$ cat src/rtl/cla_pkg.sv
// ---------------------------------------------------------------------------
// cla_pkg
// Shared definitions for the CLArbiter request path. Holds the default sizes
// used by req_fifo_bank, req_fifo and the arbiter itself, plus the common
// payload and requester-index types so that every block agrees on widths.
//
// Contents:
//   NUM_REQ_DEF  default number of requesters
//   DATA_W_DEF   default payload width per queued entry
//   DEPTH_DEF    default entries per requester FIFO (power of two, >= 2)
//   SRC_W_DEF    width of a requester index at the default size
//   src_idx_t    requester index type
//   payload_t    queued payload type
// ---------------------------------------------------------------------------
package cla_pkg;

  localparam int NUM_REQ_DEF = 3;
  localparam int DATA_W_DEF  = 8;
  localparam int DEPTH_DEF   = 4;
  localparam int SRC_W_DEF   = $clog2(NUM_REQ_DEF);

  typedef logic [SRC_W_DEF-1:0]  src_idx_t;
  typedef logic [DATA_W_DEF-1:0] payload_t;

endpackage

$ cat src/rtl/req_fifo.sv
// ---------------------------------------------------------------------------
// req_fifo
// One requester's queue: a circular buffer with read/write pointers that
// wrap modulo Depth and an occupancy count one bit wider than the pointers.
//
// Ports:
//   clk         rising-edge clock
//   rstN        asynchronous active-low reset (clears pointers and count)
//   push_valid  write strobe; accepted only while the FIFO is not full
//   push_data   write payload
//   pop         remove the head entry; ignored while the FIFO is empty
//   full        count == Depth
//   empty       count == 0
//   head_data   entry at the read pointer (meaningless while empty)
// ---------------------------------------------------------------------------
module req_fifo
  import cla_pkg::*;
#(
  parameter int DataW = DATA_W_DEF,
  parameter int Depth = DEPTH_DEF
) (
  input  logic             clk,
  input  logic             rstN,
  input  logic             push_valid,
  input  logic [DataW-1:0] push_data,
  input  logic             pop,
  output logic             full,
  output logic             empty,
  output logic [DataW-1:0] head_data
);

  localparam int AddrW = $clog2(Depth);
  localparam int CntW  = AddrW + 1;

  logic [DataW-1:0] mem [Depth];
  logic [AddrW-1:0] wr_ptr;
  logic [AddrW-1:0] rd_ptr;
  logic [CntW-1:0]  count;
  logic             push_en;
  logic             pop_en;

  assign full      = (count == CntW'(Depth));
  assign empty     = (count == '0);
  assign head_data = mem[rd_ptr];

  // Fullness is judged on the registered count, so a push to a full FIFO is
  // dropped even when the head is popped on the same edge.
  assign push_en = push_valid && !full;
  assign pop_en  = pop && !empty;

  // Storage carries no reset: an entry is only ever read after it was written.
  always_ff @(posedge clk) begin
    if (push_en) begin
      mem[wr_ptr] <= push_data;
    end
  end

  // Pointers rely on natural wrap because Depth is a power of two.
  always_ff @(posedge clk or negedge rstN) begin
    if (!rstN) begin
      wr_ptr <= '0;
      rd_ptr <= '0;
      count  <= '0;
    end else begin
      if (push_en) begin
        wr_ptr <= wr_ptr + AddrW'(1);
      end
      if (pop_en) begin
        rd_ptr <= rd_ptr + AddrW'(1);
      end
      case ({push_en, pop_en})
        2'b10:   count <= count + CntW'(1);
        2'b01:   count <= count - CntW'(1);
        default: count <= count;
      endcase
    end
  end

endmodule

$ cat src/rtl/req_fifo_bank.sv
// ---------------------------------------------------------------------------
// req_fifo_bank
// A bank of NumReq independent request FIFOs feeding a one-hot arbiter.
// Each non-empty FIFO raises its req_out bit; the arbiter answers with
// grant_in and the granted head is popped on that same edge, appearing on
// out_valid/out_data/out_src one cycle later. Malformed grants (multi-hot or
// aimed at an empty FIFO) pop nothing and latch err_out until reset.
//
// Ports:
//   clk         rising-edge clock
//   rstN        asynchronous active-low reset
//   push_valid  [NumReq]        per-requester write strobe
//   push_data   [NumReq*DataW]  per-requester payload, requester i in slice i
//   push_ready  [NumReq]        per-requester FIFO not full
//   req_out     [NumReq]        per-requester FIFO non-empty
//   grant_in    [NumReq]        one-hot grant from the arbiter
//   out_valid                   an entry was popped on the previous edge
//   out_data    [DataW]         payload of the popped entry
//   out_src     [$clog2(NumReq)] requester the entry came from
//   err_out                     sticky grant-protocol error
// ---------------------------------------------------------------------------
module req_fifo_bank
  import cla_pkg::*;
#(
  parameter int NumReq = NUM_REQ_DEF,
  parameter int DataW  = DATA_W_DEF,
  parameter int Depth  = DEPTH_DEF
) (
  input  logic                       clk,
  input  logic                       rstN,
  input  logic [NumReq-1:0]          push_valid,
  input  logic [NumReq*DataW-1:0]    push_data,
  output logic [NumReq-1:0]          push_ready,
  output logic [NumReq-1:0]          req_out,
  input  logic [NumReq-1:0]          grant_in,
  output logic                       out_valid,
  output logic [DataW-1:0]           out_data,
  output logic [$clog2(NumReq)-1:0]  out_src,
  output logic                       err_out
);

  localparam int SrcW = $clog2(NumReq);

  logic [NumReq-1:0] fifo_full;
  logic [NumReq-1:0] fifo_empty;
  logic [DataW-1:0]  head_data [NumReq];
  logic [NumReq-1:0] pop_vec;

  logic              grant_one_hot;
  logic              grant_legal;
  logic              grant_illegal;
  logic [DataW-1:0]  sel_data;
  logic [SrcW-1:0]   sel_src;

  // Both flags come straight from registered counts inside each FIFO, so
  // there is no combinational path from push_valid to req_out.
  assign push_ready = ~fifo_full;
  assign req_out    = ~fifo_empty;

  genvar gi;
  generate
    for (gi = 0; gi < NumReq; gi++) begin : g_fifo
      req_fifo #(
        .DataW (DataW),
        .Depth (Depth)
      ) u_fifo (
        .clk        (clk),
        .rstN       (rstN),
        .push_valid (push_valid[gi]),
        .push_data  (push_data[gi*DataW +: DataW]),
        .pop        (pop_vec[gi]),
        .full       (fifo_full[gi]),
        .empty      (fifo_empty[gi]),
        .head_data  (head_data[gi])
      );
    end
  endgenerate

  // A grant is legal only when exactly one bit is set and that requester
  // actually has something queued; anything else non-zero is an error.
  assign grant_one_hot = (grant_in != '0) &&
                         ((grant_in & (grant_in - NumReq'(1))) == '0);
  assign grant_legal   = grant_one_hot && ((grant_in & req_out) != '0);
  assign grant_illegal = (grant_in != '0) && !grant_legal;
  assign pop_vec       = grant_legal ? grant_in : '0;

  // Head-of-line select keyed off the grant bits; only consumed when the
  // grant is legal, so the multi-hot result is never used.
  always_comb begin
    sel_data = '0;
    sel_src  = '0;
    for (int i = 0; i < NumReq; i++) begin
      if (grant_in[i]) begin
        sel_data = head_data[i];
        sel_src  = SrcW'(i);
      end
    end
  end

  // Output register: data/source only update on a real pop so they hold
  // the last delivered entry while out_valid is low.
  always_ff @(posedge clk or negedge rstN) begin
    if (!rstN) begin
      out_valid <= 1'b0;
      out_data  <= '0;
      out_src   <= '0;
    end else begin
      out_valid <= grant_legal;
      if (grant_legal) begin
        out_data <= sel_data;
        out_src  <= sel_src;
      end
    end
  end

  // Error flag is sticky; only reset clears it.
  always_ff @(posedge clk or negedge rstN) begin
    if (!rstN) begin
      err_out <= 1'b0;
    end else if (grant_illegal) begin
      err_out <= 1'b1;
    end
  end

endmodule

$ cat config.mk
export PLATFORM = sky130hd
export DESIGN_NAME = req_fifo_bank
export DESIGN_NICKNAME = d
export VERILOG_FILES = /design/src/rtl/cla_pkg.sv /design/src/rtl/req_fifo.sv /design/src/rtl/req_fifo_bank.sv
export SDC_FILE = /design/constraint.sdc
export NUM_CORES = 1
export LEC_CHECK = 0
export ABC_CLOCK_PERIOD_IN_PS = 2100
export CORE_AREA = 5 5 116 118
export DETAILED_ROUTE_END_ITERATION = 8
export DIE_AREA = 0 0 121 123
export GPL_TIMING_DRIVEN = 0
export PLACE_DENSITY = 0.66
export SLEW_MARGIN = 20
export SYNTH_ARGS = -nofsm -noshare
export SYNTH_HDL_FRONTEND = slang
export SYNTH_SLANG_ARGS = --single-unit
$ cat constraint.sdc
create_clock -name clk -period 2.1 [get_ports clk]
set_clock_uncertainty 0.05 [all_clocks]
set_input_delay 0.525 -clock clk [delete_from_list [all_inputs] [get_ports clk]]
set_output_delay 0.525 -clock clk [all_outputs]
set_load 0.01 [all_outputs]
==> metrics.md, run 1 <==
| Metric | Value |
|---|---|
| CTS root buf | `clkbuf_16` |
| CP Capture Type | `primary output` |
| Post-synth EDFFs | `96` |
| Yosys warns | `0` |
| Vias/cell | `5.045` |
| Sw power | `2.867 mW` |
| Worst hold path type | `register to register` |
| Final wirelength | `10.68 mm` |
| Die Y | `123 um` |
| Initial antenna violation count | `0` |
| Slew headroom | `0.6250` |
| Clock-pin transition on the worst setup and hold timing paths | `0.06 ns` |
| Routed WL per cell | `17.89 um` |
| Worst path required time | `1.52 ns` |
| Main synth FF type | `edfxtp_1` |
| Layout area overhead | `30.96%` |
| Largest fanout on the critical path | `3` |
| Final hold violations | `0` |
| Clock power frac | `0.347` |
| Largest cells by area after synthesis | `edfxtp_1 (53%), dfrtp_1 (15%), mux2i_1 (5.2%)` |
| Peak Freq | `486.1 MHz` |
| Rows | `41` |
| Yosys top cell area share | `0.5343` |
| Leakage Power | `2.691 nW` |
| All-Layer GR Usage | `0.1545` |
| Slew @ Worst Pin | `0.5625 ns` |
| Setup crit start | `g_fifo[0].u_fifo.count[0]` |
| # clock sinks | `129` |
| Critical path startpoint category | `register` |
| DP HPWL | `7.290 mm` |
| Post-route cell area | `7066 um2` |
| IO Pins | `50` |
| Worst EP arrival | `1.48 ns` |
| Post-route DRC | `0` |
| Avg Cell Area, Syn | `16.35 um2` |
| Cell taking the most area after synthesis | `edfxtp_1` |
| Fin crit period | `2.057 ns` |
| Worst vdd ir | `0.6628 mV` |
| Vias in the first global route | `3198` |
| Syn Std Cell Area | `5395 um2` |
| Final design utilization | `0.5715` |
| Slew Viols, Final | `0` |
| Net Count, Synth | `380` |
| Outcome | `finished clean` |
| Hold slack final | `0.4423 ns` |
| Cell count after synthesis | `330` |
| Final Cycle Share | `0.9797` |
| Gp weighted congestion | `0.7376` |
| Reg power frac | `0.372` |
| Die span in x | `121 um` |
| Later-pin clock latency in the skew report | `0.41 ns` |
| Post-synthesis cell type count | `39` |
| Max clock buf depth | `2` |
| Final ANT Viol Nets | `0` |
| Logic pwr share | `0.281` |
| First-pass DRT Iterations | `4` |
| DP Area | `6193 um2` |
| Commonest non-fill, non-tap cell in the layout | `edfxtp_1` |
| H-tree depth | `4` |
| Finish-stage setup viols | `0` |
| Die Area | `14880 um2` |
| 1st-iter DRT viols | `159` |
| Crit Path Class | `register to primary output` |
| Nets@finish | `462` |
| Maxcap violations | `0` |
| Vias | `3012` |
| FF-to-FF Start | `g_fifo[0].u_fifo.count[0]` |
| Congestion Overflow GR | `0` |
| Port Buffer Count | `49` |
| #FFs+latches synth | `129` |
| CTS tree | `done` |
| Setup TNS | `0 ns` |
| Largest net degree at the start of global routing | `19` |
| Commonest non-fill, non-tap cells in the layout | `edfxtp_1 (96), clkdlybuf4s50_1 (39), dfrtp_1 (33), mux2i_1 (28), clkbuf_16 (17)` |
| # diodes | `0` |
| Layout cells sized above 1 | `0.2518` |
| Pwr dens | `1440 nW/um2` |
| Internal | `7.307 mW` |
| Setup slack at placement | `-0.7399 ns` |
| Ys async rst share | `0.2558` |
| Hold_sp | `g_fifo[0].u_fifo.rd_ptr[1]` |
| Sw frac | `0.2818` |
| First-pass GRT wire length | `16.88 mm` |
| Worst setup margin | `0.04270 ns` |
| Initial Utilization | `0.4364` |
| Sequential share of the synthesized area | `0.6874` |
| # fillers | `942` |
| Core area | `12360 um2` |
| CTS Buf Count | `17` |
[cell type report]
type,instances,area [um2],share of cell area
repair buffers,64,595.6,0.08429
well taps,172,215.2,0.03046
clock buffers,17,425.4,0.06021
multi-input cells,168,1672,0.2366
flip-flops and latches,129,3709,0.5249
clock inverters,15,286.5,0.04055
inverters,20,82.58,0.01169
plain buffers,12,80.08,0.01133
[sequential cells by signal, summed over array words and instances, names as in the netlist]
register,cells
g_fifo.u_fifo.mem,96
g_fifo.u_fifo.rd_ptr,6
out_src,2
out_valid,1
g_fifo.u_fifo.wr_ptr,6
err_out,1
g_fifo.u_fifo.count,9
out_data,8
[power groups by stage]
stage          clock network (mW)  registers [mW]  logic, mW
2_1_floorplan                   0            3.76       1.76
3_3_place_gp                    0            3.79       2.60
3_5_place_dp                    0            3.82       2.69
4_1_cts                      3.57            3.78       2.75
5_1_grt                      3.71            3.85       3.15
6_report                     3.53            3.79       2.86
[repair_timing]
item	4_1_cts	5_1_grt
hold buffers	1	0
endpoints found under the setup margin	14	6
setup buffers	5	8
pin swaps	3	11
endpoints found under the hold margin	15	0
gates resized for setup	20	26
[worst max-delay path, cell delays in order, from the launching register on]
cell and delay, ns:
dfrtp_1 0.41, or3_4 0.41, clkdlybuf4s15_1 0.25
[final timing paths]
kind                                                   end  slack (ns)  cells after the start
min in group asynchronous       g_fifo[0].u_fifo.wr_ptr[0]        0.53                      2
worst max register to register   g_fifo[0].u_fifo.count[2]        0.06                      9
worst max-delay path                            req_out[0]        0.04                      2
worst min register to register  g_fifo[0].u_fifo.rd_ptr[1]        0.44                      1
worst min-delay path            g_fifo[0].u_fifo.rd_ptr[1]        0.44                      1
max in group asynchronous                      out_data[3]        1.04                      3
[routing by layer]
| metal | GRT usage | up-vias | share of wire |
|---|---|---|---|
| met5 | 0 | - | 0 |
| met1 | 0.1916 | 1528 | 0.43 |
| met2 | 0.2563 | 64 | 0.51 |
| li1 | - | 1408 | - |
| met4 | 0.05949 | 0 | 0.014 |
| met3 | 0.04666 | 12 | 0.042 |
[Yosys cell counts (4+ instances only)]
library cell,n
and2_1,4
and3_1,12
buf_2,6
clkbuf_1,6
dfrtp_1,33
edfxtp_1,96
ha_1,15
inv_1,18
mux2i_1,28
mux4_2,11
nand2_1,5
nand2b_1,6
nand3_1,11
nor2_1,5
o21ai_0,5
o22ai_1,13
o31ai_1,8
xnor2_1,10
xor2_1,8
[cell families after synthesis]
family / count (synthesis) / synth area share
buf+inv: 33 / 0.02574
simple gates: 56 / 0.06378
fa+ha+maj: 18 / 0.04592
mux: 42 / 0.1041
xor+xnor: 18 / 0.02922
compound gates: 34 / 0.04383
flops: 129 / 0.6874
[per-stage QoR]
step	cells	power (mW)
final	597	10.17
after global routing	597	10.71
after CTS	590	10.10
after detailed placement	552	6.509
after global placement	551	6.388
after floorplan	330	5.527
Note: power is estimated with default switching activity, not from simulation.
==> run 2: changes to the inputs <==
DONT_BUFFER_PORTS = 1   (was unset)
PLACE_DENSITY = unset   (was 0.66)
==> metrics.md, run 2 (synthesized netlist as in run 1, its figures left out) <==
| Metric | Value |
|---|---|
| CTS Buf Count | `17` |
| Post-route cell area | `6409 um2` |
| Top flop regs | `g_fifo.u_fifo.mem x96, g_fifo.u_fifo.count x9, out_data x8` |
| Initial antenna violation count | `0` |
| # fillers | `1034` |
| Worst path required time | `2.34 ns` |
| Core area | `12360 um2` |
| # diodes | `0` |
| Clock-pin transition on the worst setup and hold timing paths | `0.05 ns` |
| 1st-iter DRT viols | `170` |
| Peak Freq | `503.6 MHz` |
| Layout cells sized above 1 | `0.2500` |
| FF-to-FF Start | `g_fifo[2].u_fifo.count[2]` |
| Die Y | `123 um` |
| Vias/cell | `5.154` |
| Slew @ Worst Pin | `0.5618 ns` |
| Nets@finish | `409` |
| Rows | `41` |
| Final wirelength | `10.44 mm` |
| Slew Viols, Final | `0` |
| Gp weighted congestion | `0.7348` |
| IO Pins | `50` |
| Reg with most FFs | `g_fifo.u_fifo.mem` |
| CP Capture Type | `register` |
| Setup crit end | `g_fifo[2].u_fifo.count[2]` |
| First-pass GRT wire length | `16.64 mm` |
| Reg2Reg Setup Slack | `0.11 ns` |
| H-tree depth | `4` |
| CTS root buf | `clkbuf_16` |
| Later-pin clock latency in the skew report | `0.41 ns` |
| Slew headroom | `0.6255` |
| Setup crit start | `g_fifo[2].u_fifo.count[2]` |
| DP HPWL | `7.191 mm` |
| Largest fanout on the critical path | `5` |
| Worst EP arrival | `2.23 ns` |
| Die Area | `14880 um2` |
| Worst vdd ir | `0.6617 mV` |
| Max clock buf depth | `2` |
| Vias in the first global route | `2942` |
| Worst hold path type | `input pin to register` |
| Final Cycle Share | `0.9456` |
| Critical path startpoint category | `register` |
| Leakage Power | `2.409 nW` |
| Outcome | `finished clean` |
| Final ANT Viol Nets | `0` |
| Commonest non-fill, non-tap cell in the layout | `edfxtp_1` |
| CTS tree | `done` |
| Fin crit period | `1.986 ns` |
| Register Area | `3709 um2` |
| Footprint of the multi-input gates | `1663 um2` |
| # clock sinks | `129` |
| Commonest non-fill, non-tap cells in the layout | `edfxtp_1 (96), dfrtp_1 (33), mux2i_1 (28), clkbuf_16 (17), o22ai_1 (13)` |
| Routed WL per cell | `19.20 um` |
| All-Layer GR Usage | `0.1540` |
| Crit Path Class | `register to register` |
| Port Buffer Count | `0` |
| Pwr dens | `1430 nW/um2` |
| Largest register FFs | `96` |
| Vias | `2804` |
| Worst reg-to-reg path cell count | `8` |
| Post-route DRC | `0` |
| Layout area overhead | `18.78%` |
| Congestion Overflow GR | `0` |
| Largest net degree at the start of global routing | `34` |
| Die span in x | `121 um` |
| Finish-stage setup viols | `0` |
| Final Non-Filler Cells | `544` |
| # placed instances | `502` |
| Final hold violations | `0` |
| Initial Utilization | `0.4364` |
| FF-to-FF End | `g_fifo[2].u_fifo.count[2]` |
| First-pass DRT Iterations | `5` |
| Maxcap violations | `0` |
| DP Area | `5680 um2` |
## run 2: changes by cell type in the layout (fill, tap and decap cells not counted), moves of 2 or more
cell and change:
buf_4 -3, bufinv_16 -5, clkbuf_1 +3, clkbuf_2 -4, clkdlybuf4s50_1 -39, clkinv_2 +2, dlygate4sd2_1 -4
## run 2: how the worst min path moves through the flow
stage                        startpoint                    endpoint  slack [ns]  depth (start not counted)
after floorplan                    rstN                     err_out        0.18                          0
after global placement             rstN  g_fifo[1].u_fifo.wr_ptr[1]        0.18                          0
after detailed placement           rstN  g_fifo[1].u_fifo.wr_ptr[1]        0.18                          0
after CTS                  push_data[6]  g_fifo[0].u_fifo.mem[3][6]        0.14                          0
after global routing       push_data[6]  g_fifo[0].u_fifo.mem[1][6]        0.13                          0
final                     push_data[22]  g_fifo[2].u_fifo.mem[2][6]        0.16                          0
## run 2: worst max-delay path, stage by stage (launching register included)
cell	delay [ns]
dfrtp_1	0.38
or3_4	0.45
and3_4	0.23
ha_4	0.17
inv_2	0.05
fa_2	0.18
xor2_1	0.14
nor2_1	0.07
xor2_1	0.14
## run 2: metrics by stage
| stage | worst slack, ns | util | hold WS, ns | power (mW) | setup TNS (ns) |
|---|---|---|---|---|---|
| detailed placement | -0.1719 | 0.4595 | 0.1810 | 6.173 | -0.6148 |
| global placement | -0.1478 | 0.4595 | 0.1810 | 6.089 | -0.3932 |
| CTS | -0.003197 | 0.5139 | 0.1408 | 9.179 | -0.003197 |
| floorplan | -0.05520 | - | 0.1794 | 5.527 | -0.05520 |
| finish | 0.1142 | 0.5184 | 0.1574 | 9.162 | 0 |
| global route | -0.006202 | 0.5184 | 0.1303 | 9.718 | -0.006202 |
## run 2: layout make-up
type,instances,share of cell area
Inverter,20,0.01250
Tap cell,172,0.03358
Buffer,11,0.009176
Clock inverter,12,0.02206
Timing Repair Buffer,12,0.01640
Sequential cell,129,0.5787
Clock buffer,20,0.06814
Multi-Input combinational cell,168,0.2595
## run 2: per-layer routing
layer / vias up / part of all wire / GRT usage
met1: 1434 / 0.45 / 0.1998
met4: 0 / 0.010 / 0.05099
met2: 60 / 0.47 / 0.2279
met3: 10 / 0.077 / 0.07502
li1: 1300 / - / -
met5: - / 0 / 0
## run 2: power breakdown
group	internal [mW]	leakage, nW	switching (mW)	total (mW)
Sequential	3.47	1.27	0.374	3.85
Combinational	1.11	0.859	1.35	2.46
Clock	1.85	0.279	1.01	2.86
Total	6.43	2.41	2.73	9.16
## run 2: repair_timing
item                       CTS  global route
gates cloned                 0             0
gates resized for setup     12            11
pin swaps                    3            16
hold endpoints to repair    33             0
buffers inserted             2             8
hold buffers                 2             0
setup endpoints to repair    5             6
